===== src/rtl/bitcoin_nonce_sched.sv =====
// Bitcoin double-SHA256 nonce scheduler: drives one shared sha256 core
// through midstate, block 2 and second hash for each nonce of a job.
// Ports:
//   clk, reset           clock, async active-high reset
//   start, header        job request (sampled in IDLE), 640-bit header
//   busy, done           job in progress, one-cycle end-of-job pulse
//   res_valid/ready      result handshake carrying res_nonce/res_hash
//   core_*               sha256 core: start pulse, h_block, message,
//                        done pulse and digest (h0 at [31:0])
module bitcoin_nonce_sched #(
  parameter int unsigned NUM_NONCES = 16,
  parameter logic [31:0] NONCE_BASE = 32'h0000_0000
) (
  input  logic         clk,
  input  logic         reset,
  input  logic         start,
  input  logic [639:0] header,
  output logic         busy,
  output logic         done,
  output logic         res_valid,
  input  logic         res_ready,
  output logic [31:0]  res_nonce,
  output logic [31:0]  res_hash,
  output logic         core_start,
  output logic [255:0] core_h_block,
  output logic [511:0] core_message,
  input  logic         core_done,
  input  logic [255:0] core_h_out
);

  localparam int unsigned IW =
    (NUM_NONCES > 1) ? $clog2(NUM_NONCES) : 1;
  localparam logic [IW-1:0] LAST = IW'(NUM_NONCES - 1);

  localparam logic [255:0] IV = {
    32'h5be0cd19, 32'h1f83d9ab, 32'h9b05688c, 32'h510e527f,
    32'ha54ff53a, 32'h3c6ef372, 32'hbb67ae85, 32'h6a09e667
  };

  typedef enum logic [2:0] {
    S_IDLE,
    S_MID_ISSUE,
    S_MID_WAIT,
    S_P2_ISSUE,
    S_P2_WAIT,
    S_P3_ISSUE,
    S_P3_WAIT,
    S_EMIT
  } state_e;

  state_e state_q, state_d;

  // Header word 19 is the nonce slot and is never needed, so only
  // words 0..18 (header[639:32]) are kept.
  logic [607:0]    hdr_q, hdr_d;
  logic [255:0]    mid_q, mid_d;
  logic [255:0]    dig_q, dig_d;
  logic [IW-1:0]   idx_q, idx_d;
  logic            busy_q, busy_d;
  logic            done_q, done_d;
  logic            rvld_q, rvld_d;
  logic [31:0]     rnonce_q, rnonce_d;
  logic [31:0]     rhash_q, rhash_d;
  logic [31:0]     nonce;
  logic            unused_hdr;

  assign unused_hdr = ^header[31:0];
  assign nonce      = NONCE_BASE + 32'(idx_q);

  always_ff @(posedge clk or posedge reset) begin
    if (reset) begin
      state_q <= S_IDLE;
    end else begin
      state_q <= state_d;
    end
  end

  always_ff @(posedge clk or posedge reset) begin
    if (reset) begin
      hdr_q    <= '0;
      mid_q    <= '0;
      dig_q    <= '0;
      idx_q    <= '0;
      busy_q   <= 1'b0;
      done_q   <= 1'b0;
      rvld_q   <= 1'b0;
      rnonce_q <= '0;
      rhash_q  <= '0;
    end else begin
      hdr_q    <= hdr_d;
      mid_q    <= mid_d;
      dig_q    <= dig_d;
      idx_q    <= idx_d;
      busy_q   <= busy_d;
      done_q   <= done_d;
      rvld_q   <= rvld_d;
      rnonce_q <= rnonce_d;
      rhash_q  <= rhash_d;
    end
  end

  always_comb begin
    state_d  = state_q;
    hdr_d    = hdr_q;
    mid_d    = mid_q;
    dig_d    = dig_q;
    idx_d    = idx_q;
    busy_d   = busy_q;
    done_d   = 1'b0;
    rvld_d   = rvld_q;
    rnonce_d = rnonce_q;
    rhash_d  = rhash_q;
    unique case (state_q)
      S_IDLE: begin
        if (start) begin
          hdr_d   = header[639:32];
          idx_d   = '0;
          busy_d  = 1'b1;
          state_d = S_MID_ISSUE;
        end
      end
      S_MID_ISSUE: state_d = S_MID_WAIT;
      S_MID_WAIT: begin
        if (core_done) begin
          mid_d   = core_h_out;
          state_d = S_P2_ISSUE;
        end
      end
      S_P2_ISSUE: state_d = S_P2_WAIT;
      S_P2_WAIT: begin
        if (core_done) begin
          dig_d   = core_h_out;
          state_d = S_P3_ISSUE;
        end
      end
      S_P3_ISSUE: state_d = S_P3_WAIT;
      S_P3_WAIT: begin
        if (core_done) begin
          rhash_d  = core_h_out[31:0];
          rnonce_d = nonce;
          rvld_d   = 1'b1;
          state_d  = S_EMIT;
        end
      end
      S_EMIT: begin
        if (rvld_q && res_ready) begin
          rvld_d = 1'b0;
          if (idx_q == LAST) begin
            done_d  = 1'b1;
            busy_d  = 1'b0;
            state_d = S_IDLE;
          end else begin
            idx_d   = idx_q + 1'b1;
            state_d = S_P2_ISSUE;
          end
        end
      end
      default: state_d = S_IDLE;
    endcase
  end

  // Core operands are a pure function of state and registers that do
  // not change between issue and completion, so they stay stable for
  // the whole core run.
  always_comb begin
    core_start   = 1'b0;
    core_h_block = '0;
    core_message = '0;
    unique case (state_q)
      S_MID_ISSUE, S_MID_WAIT: begin
        core_start   = (state_q == S_MID_ISSUE);
        core_h_block = IV;
        core_message = hdr_q[607:96];
      end
      S_P2_ISSUE, S_P2_WAIT: begin
        core_start   = (state_q == S_P2_ISSUE);
        core_h_block = mid_q;
        core_message = {hdr_q[95:0], nonce, 32'h8000_0000,
                        {10{32'h0}}, 32'd640};
      end
      S_P3_ISSUE, S_P3_WAIT: begin
        core_start   = (state_q == S_P3_ISSUE);
        core_h_block = IV;
        // digest words go out h0 first, big-endian word order
        for (int i = 0; i < 8; i++) begin
          core_message[511-32*i -: 32] = dig_q[32*i +: 32];
        end
        core_message[255:0] = {32'h8000_0000, {6{32'h0}}, 32'd256};
      end
      default: begin
        core_start = 1'b0;
      end
    endcase
  end

  assign busy      = busy_q;
  assign done      = done_q;
  assign res_valid = rvld_q;
  assign res_nonce = rnonce_q;
  assign res_hash  = rhash_q;

endmodule


===== config.mk =====
export PLATFORM = sky130hd
export DESIGN_NAME = bitcoin_nonce_sched
export DESIGN_NICKNAME = d
export VERILOG_FILES = /design/src/rtl/bitcoin_nonce_sched.sv
export SDC_FILE = /design/constraint.sdc
export NUM_CORES = 2
export LEC_CHECK = 0
export ABC_AREA = 1
export BUFFER_PORTS_ARGS = -buffer_cell sky130_fd_sc_hd__clkbuf_2
export CAP_MARGIN = 20
export CORE_AREA = 2 2 674 676
export CTS_CLUSTER_DIAMETER = 60
export DETAILED_ROUTE_END_ITERATION = 7
export DIE_AREA = 0 0 676 678
export PLACE_DENSITY = 0.34
export SLEW_MARGIN = 20
export SYNTH_ARGS = -nofsm -noshare
export SYNTH_HDL_FRONTEND = slang
export SYNTH_SLANG_ARGS = --single-unit

===== constraint.sdc =====
create_clock -name clk -period 43.7 [get_ports clk]
set_input_delay 2.185 -clock clk [delete_from_list [all_inputs] [get_ports clk]]
set_output_delay 2.185 -clock clk [all_outputs]
set_load 0.02 [all_outputs]

* After elaboration in Yosys (flattened, before gate mapping) *
Cells that the tools add are included.

storage, ports and cells
  register bits = 1166
  output and inout bits = 836

operators by class
  add/subtract/negate cells = 1
  equal/unequal tests = 15
  mux-type cells = 24
  reductions and logical operators = 16

operator list
  operator                                       count
  one-hot mux 512 bit (3 select lines)           1
  one-hot mux 256 bit (2 select lines)           1
  one-hot mux 3 bit (8 select lines)             1
  2-to-1 mux 3 bit                               5
  != test 2 bit, second input constant           7
  == test 3 bit, second input constant           4
  2-to-1 mux 4 bit                               3
  2-to-1 mux 1 bit                               8
  one-hot mux 4 bit (2 select lines)             1
  AND reduction 2 bit                            4
  AND reduction 4 bit                            2
  == test 3 x 2 -> 1 bit, second input constant  2
  OR reduction 2 bit                             3
  AND reduction 5 bit                            1
  adder 4 x 1 -> 4 bit, second input constant    1
  == test 4 bit, second input constant           1
  one-hot mux 1 bit (2 select lines)             2
  nonzero test 2 bit                             2
  OR reduction 4 bit                             1
  == test 3 x 1 -> 1 bit, second input constant  1
  logical NOT 3 bit                              1
  one-hot mux 1 bit (3 select lines)             1
  AND reduction 3 bit                            1
  2-to-1 mux 2 bit                               1
  logical AND 1 bit                              1

* Depth between registers and ports, before layout *
  depth after elaboration = 4
  mapped depth = 9
  gate-level depth less buffers = 9

* Least setup slack after synthesis *
OpenSTA, ideal clock, no wires.

  kind = flip-flop to output port
  from = reg state_q[0]
  to = out core_message[454]
  arrival = 1.762 ns
  required time = 41.515 ns
  path slack = 39.753 ns
  cell stages (with the launch flop) = 9
  buffers on the path = 2
  cell sequence = dfrtp_1 inv_1 ha_1 nor2_2 nor2_2 inv_2 buf_2 buf_2 o211ai_1

on the way
  longest elaborated chain between the ends = 3
  elaborated cells between the ends (all ways) = 10
  those cells by class = 6 x eq/ne; 1 x mux; 3 x reduce/logical

RTL lines
  element                                   RTL line  RTL
  from (decl)                               51        state_e state_q, state_d;
  from (signal assigned)                    74        state_q <= state_d;
  == test 3 bit (tied with other cells)     169       unique case (state_q)
  OR reduction 2 bit (on tied branches)     --
  one-hot mux 512 bit (3 select lines) (*)  169
  to (decl)                                 26        output logic [511:0] core_message,

Every way passes the cells marked *; elsewhere a longest branch is shown, timed or not.

* Worst setup path after layout *
  from = reg state_q[0]
  to = out core_message[9]

The elaborated chain is that of the path after synthesis.

==> impl_metrics.env <==
export IMPL_row_count=247
export IMPL_rsz0062_at_grt="false"
export IMPL_tightest_slew_ns=1.05
export IMPL_clk_pin_slew_ns=0.05
export IMPL_min_period_over_period_pct=18.7
export IMPL_firstDrtPassIters=6
export IMPL_synth_most_common_cell="nand2_1"
export IMPL_overflow=0
export IMPL_timing_worst_setup_path_type="reg -> out"
export IMPL_power_density_nw_per_um2=92.4
export IMPL_combPwrFrac_pct=47.9
export IMPL_synth_top_area_share_pct=57.6
export IMPL_synth_edf_count=0
export IMPL_required_ns=41.51
export IMPL_leakagePower_nw=35.9
export IMPL_seq_area_frac_synth_pct=57.6
export IMPL_syn_to_final_growth_pct=43.6
export IMPL_pwr_share_clk_pct=26.0
export IMPL_hpwl_um=279000
export IMPL_internal_power_w=0.00345
export IMPL_reg2reg_slack_ns=37.95
export IMPL_drt_iter0_markers=3160
export IMPL_post_cts_repair_setup_buffers=0
export IMPL_slew_headroom_pct=29.9
export IMPL_design_core_area_um2=451000
export IMPL_crit_arrival_ns=5.98
export IMPL_portBuffers=1676
export IMPL_wl_per_cell_um=25.0
export IMPL_die_area_um2=458000
export IMPL_cp_common_cell="buf_4"
export IMPL_ys_ff_latch=1166
export IMPL_period_needed_ns=8.17
export IMPL_dp_slack_ns=35.99
export IMPL_finalNetCount=8640
export IMPL_yosysWarnings=0
export IMPL_h_tree_depth=4
export IMPL_io_pins=1737
export IMPL_grt_pass1_wl_um=453000
export IMPL_grt_max_degree=248
export IMPL_cts_made_buffers=206
export IMPL_cts_tree="built"
export IMPL_grt_pass1_vias=47100
export IMPL_cp_max_fo=61
export IMPL_critPathTopFamily="buffers and inverters"
export IMPL_synthTopCellsByCount="nand2_1 (1,799), dfrtp_1 (1,166), inv_1 (954)"
export IMPL_fin_skew_ns=0.0584
export IMPL_hold_viol=0
export IMPL_ys_flop_type="dfrtp_1"
export IMPL_path_buf_inv=7
export IMPL_clk_insertion_delay_late_ns=0.90
export IMPL_finalSetupTns_ns=0
export IMPL_cp_start_kind="flip-flop"
export IMPL_vias_per_cell=3.41
export IMPL_cp_cell_sequence="inv_1 > ha_1 > nor2_2 > nor2_4 > inv_8 > buf_4 > buf_4 > buf_4 > buf_4 > o21ai_0 > clkbuf_2"
export IMPL_layout_drive_gt1_share_pct=26.8
export IMPL_synth_area_leader_cell="dfrtp_1"
export IMPL_synth_cell_types=24
export IMPL_grtUsageTotal_pct=14.7
export IMPL_die_y_um=678
export IMPL_hold_buffers=0
export IMPL_gp_congestion=0.879
export IMPL_clock_sinks=1166
export IMPL_num_fill_cells=51900
export IMPL_clockBufferDepth=4
export IMPL_final_max_slew_viol_count=0
export IMPL_cap_violations=0
export IMPL_syn_avg_cell_area_um2=8.21
export IMPL_cp_end_kind="primary output"
export IMPL_p_switching_w=0.00327
export IMPL_async_flop_share_pct=100
export IMPL_setup_ws_ns=35.53
export IMPL_initial_core_util_pct=11.2
export IMPL_seqPwrFrac_pct=26.2
export IMPL_antenna_found_initial=222
export IMPL_dieWidth_um=676
export IMPL_final_antenna_net_count=0
export IMPL_drc=0
export IMPL_cp_slowest_cell="buf_4"
export IMPL_ir_drop_uv=57.1
export IMPL_status="finished, final reports clean"
export IMPL_root_buffer="clkbuf_16"
export IMPL_synthTopCellsByArea="dfrtp_1 (58%), nand2_1 (13%), o21ai_0 (7.9%)"
export IMPL_finalSetupViolCount=0
export IMPL_wirelength_um=349000
export IMPL_p_sw_share_pct=48.7
export IMPL_netlist_instances=6167
export IMPL_fmax_mhz=122
export IMPL_cts_resized=0
export IMPL_vias=47600
export IMPL_min_path_type="reg -> reg"
export IMPL_max_stage_delay_ns=0.67
export IMPL_syn_cell_area_um2=50700
registers in the layout (all words and copies together) (netlist names):
signal     count
done           1
mid_q        256
idx_q          4
res_valid      1
res_nonce      4
state_q        3
dig_q        256
busy           1
res_hash      32
hdr_q        608
worst register-to-register path, cell delays in order, from the launching register on:
cell and delay (ns):
dfrtp_1 0.47, inv_2 0.35, nand2_2 0.14, nor2_4 0.16
buf_4 0.62, buf_4 0.59, buf_4 0.73, buf_4 0.80
buf_4 0.76, buf_4 0.76, o21ai_0 0.24
power by group through the flow:
| stage | registers, W | logic, W | clock network [W] |
|---|---|---|---|
| global route | 0.00181 | 0.00350 | 0.00185 |
| global placement | 0.00177 | 0.00330 | 0 |
| CTS | 0.00176 | 0.00331 | 0.00181 |
| detailed placement | 0.00177 | 0.00330 | 0 |
| finish | 0.00176 | 0.00322 | 0.00175 |
| floorplan | 0.00177 | 0.00176 | 0 |
area by class of cell:
cell class / instances / area, µm² / area share, %
antenna: 57 / 143 / 0.196
clock buffer: 264 / 5690 / 7.83
clock inverter: 110 / 1580 / 2.17
inverter: 959 / 3640 / 5.01
multi-input combinational: 3650 / 16000 / 22.0
sequential: 1166 / 29200 / 40.1
tap: 5976 / 7480 / 10.3
timing repair buffer: 1751 / 9000 / 12.4
cells by family (layout without fill, tap and decap cells):
family	Yosys count	count (layout)	synth area share [%]
flip-flops	1166	1166	57.6
adder cells (fa/ha/maj)	5	5	0.123
AO/OA/AOI/OAI	1299	1299	14.0
AND/OR/NAND/NOR	2317	2317	17.3
XOR/XNOR	1	1	0.0173
buffers and inverters	1378	3084	11.0
other	1	85	0.00740
per-layer routing:
metal | global-route usage [%] | up-vias | part of all wire [%]
li1 | - | 22200 | -
met1 | 17.1 | 23100 | 39
met2 | 24.8 | 1593 | 48
met3 | 5.08 | 615 | 8.7
met4 | 5.09 | 68 | 3.5
met5 | 0 | - | 0.13
cell usage in the layout, fill, tap and decap left out, types with 4 or more instances in the layout:
cell,instances
o21a_1,50
o22ai_1,155
o211ai_1,101
diode_2,57
inv_6,21
o21ai_1,66
clkbuf_2,1676
clkinv_16,5
nand3_1,11
clkinvlp_4,22
o21ai_0,803
nand2_1,1797
clkbuf_1,27
nor2_1,497
conb_1,28
inv_8,6
inv_1,952
dfrtp_1,1166
ha_1,5
clkinv_2,21
a21oi_1,124
clkinv_4,10
nor2_4,4
clkbuf_16,207
clkbuf_8,30
bufinv_16,27
buf_4,72
metrics by stage:
stage                     area (µm²)  hold slack (ns)  instances  utilization (%)  power (W)
after floorplan                50800            0.442       6194                -    0.00353
after global placement         65300            0.457      13500             14.5    0.00507
after detailed placement       65300            0.458      13500             14.5    0.00507
after CTS                      72600            0.473      13900             16.1    0.00688
after global routing           72700            0.488      13900             16.1    0.00716
final                          72700            0.468      13900             16.1    0.00672
worst paths after layout:
path | from | endpoint | cells after the start
worst max register to register | state_q[2]$_DFFE_PP0P_ | hdr_q[279]$_DFFE_PP0P_ | 10
min in group asynchronous | reset | hdr_q[305]$_DFFE_PP0P_ | 2
worst min register to register | hdr_q[39]$_DFFE_PP0P_ | hdr_q[39]$_DFFE_PP0P_ | 2
worst min-delay path | hdr_q[39]$_DFFE_PP0P_ | hdr_q[39]$_DFFE_PP0P_ | 2
worst max-delay path | state_q[0]$_DFFE_PP0P_ | core_message[9] | 11
max in group asynchronous | reset | hdr_q[570]$_DFFE_PP0P_ | 8
(Power assumes the default switching activity.)
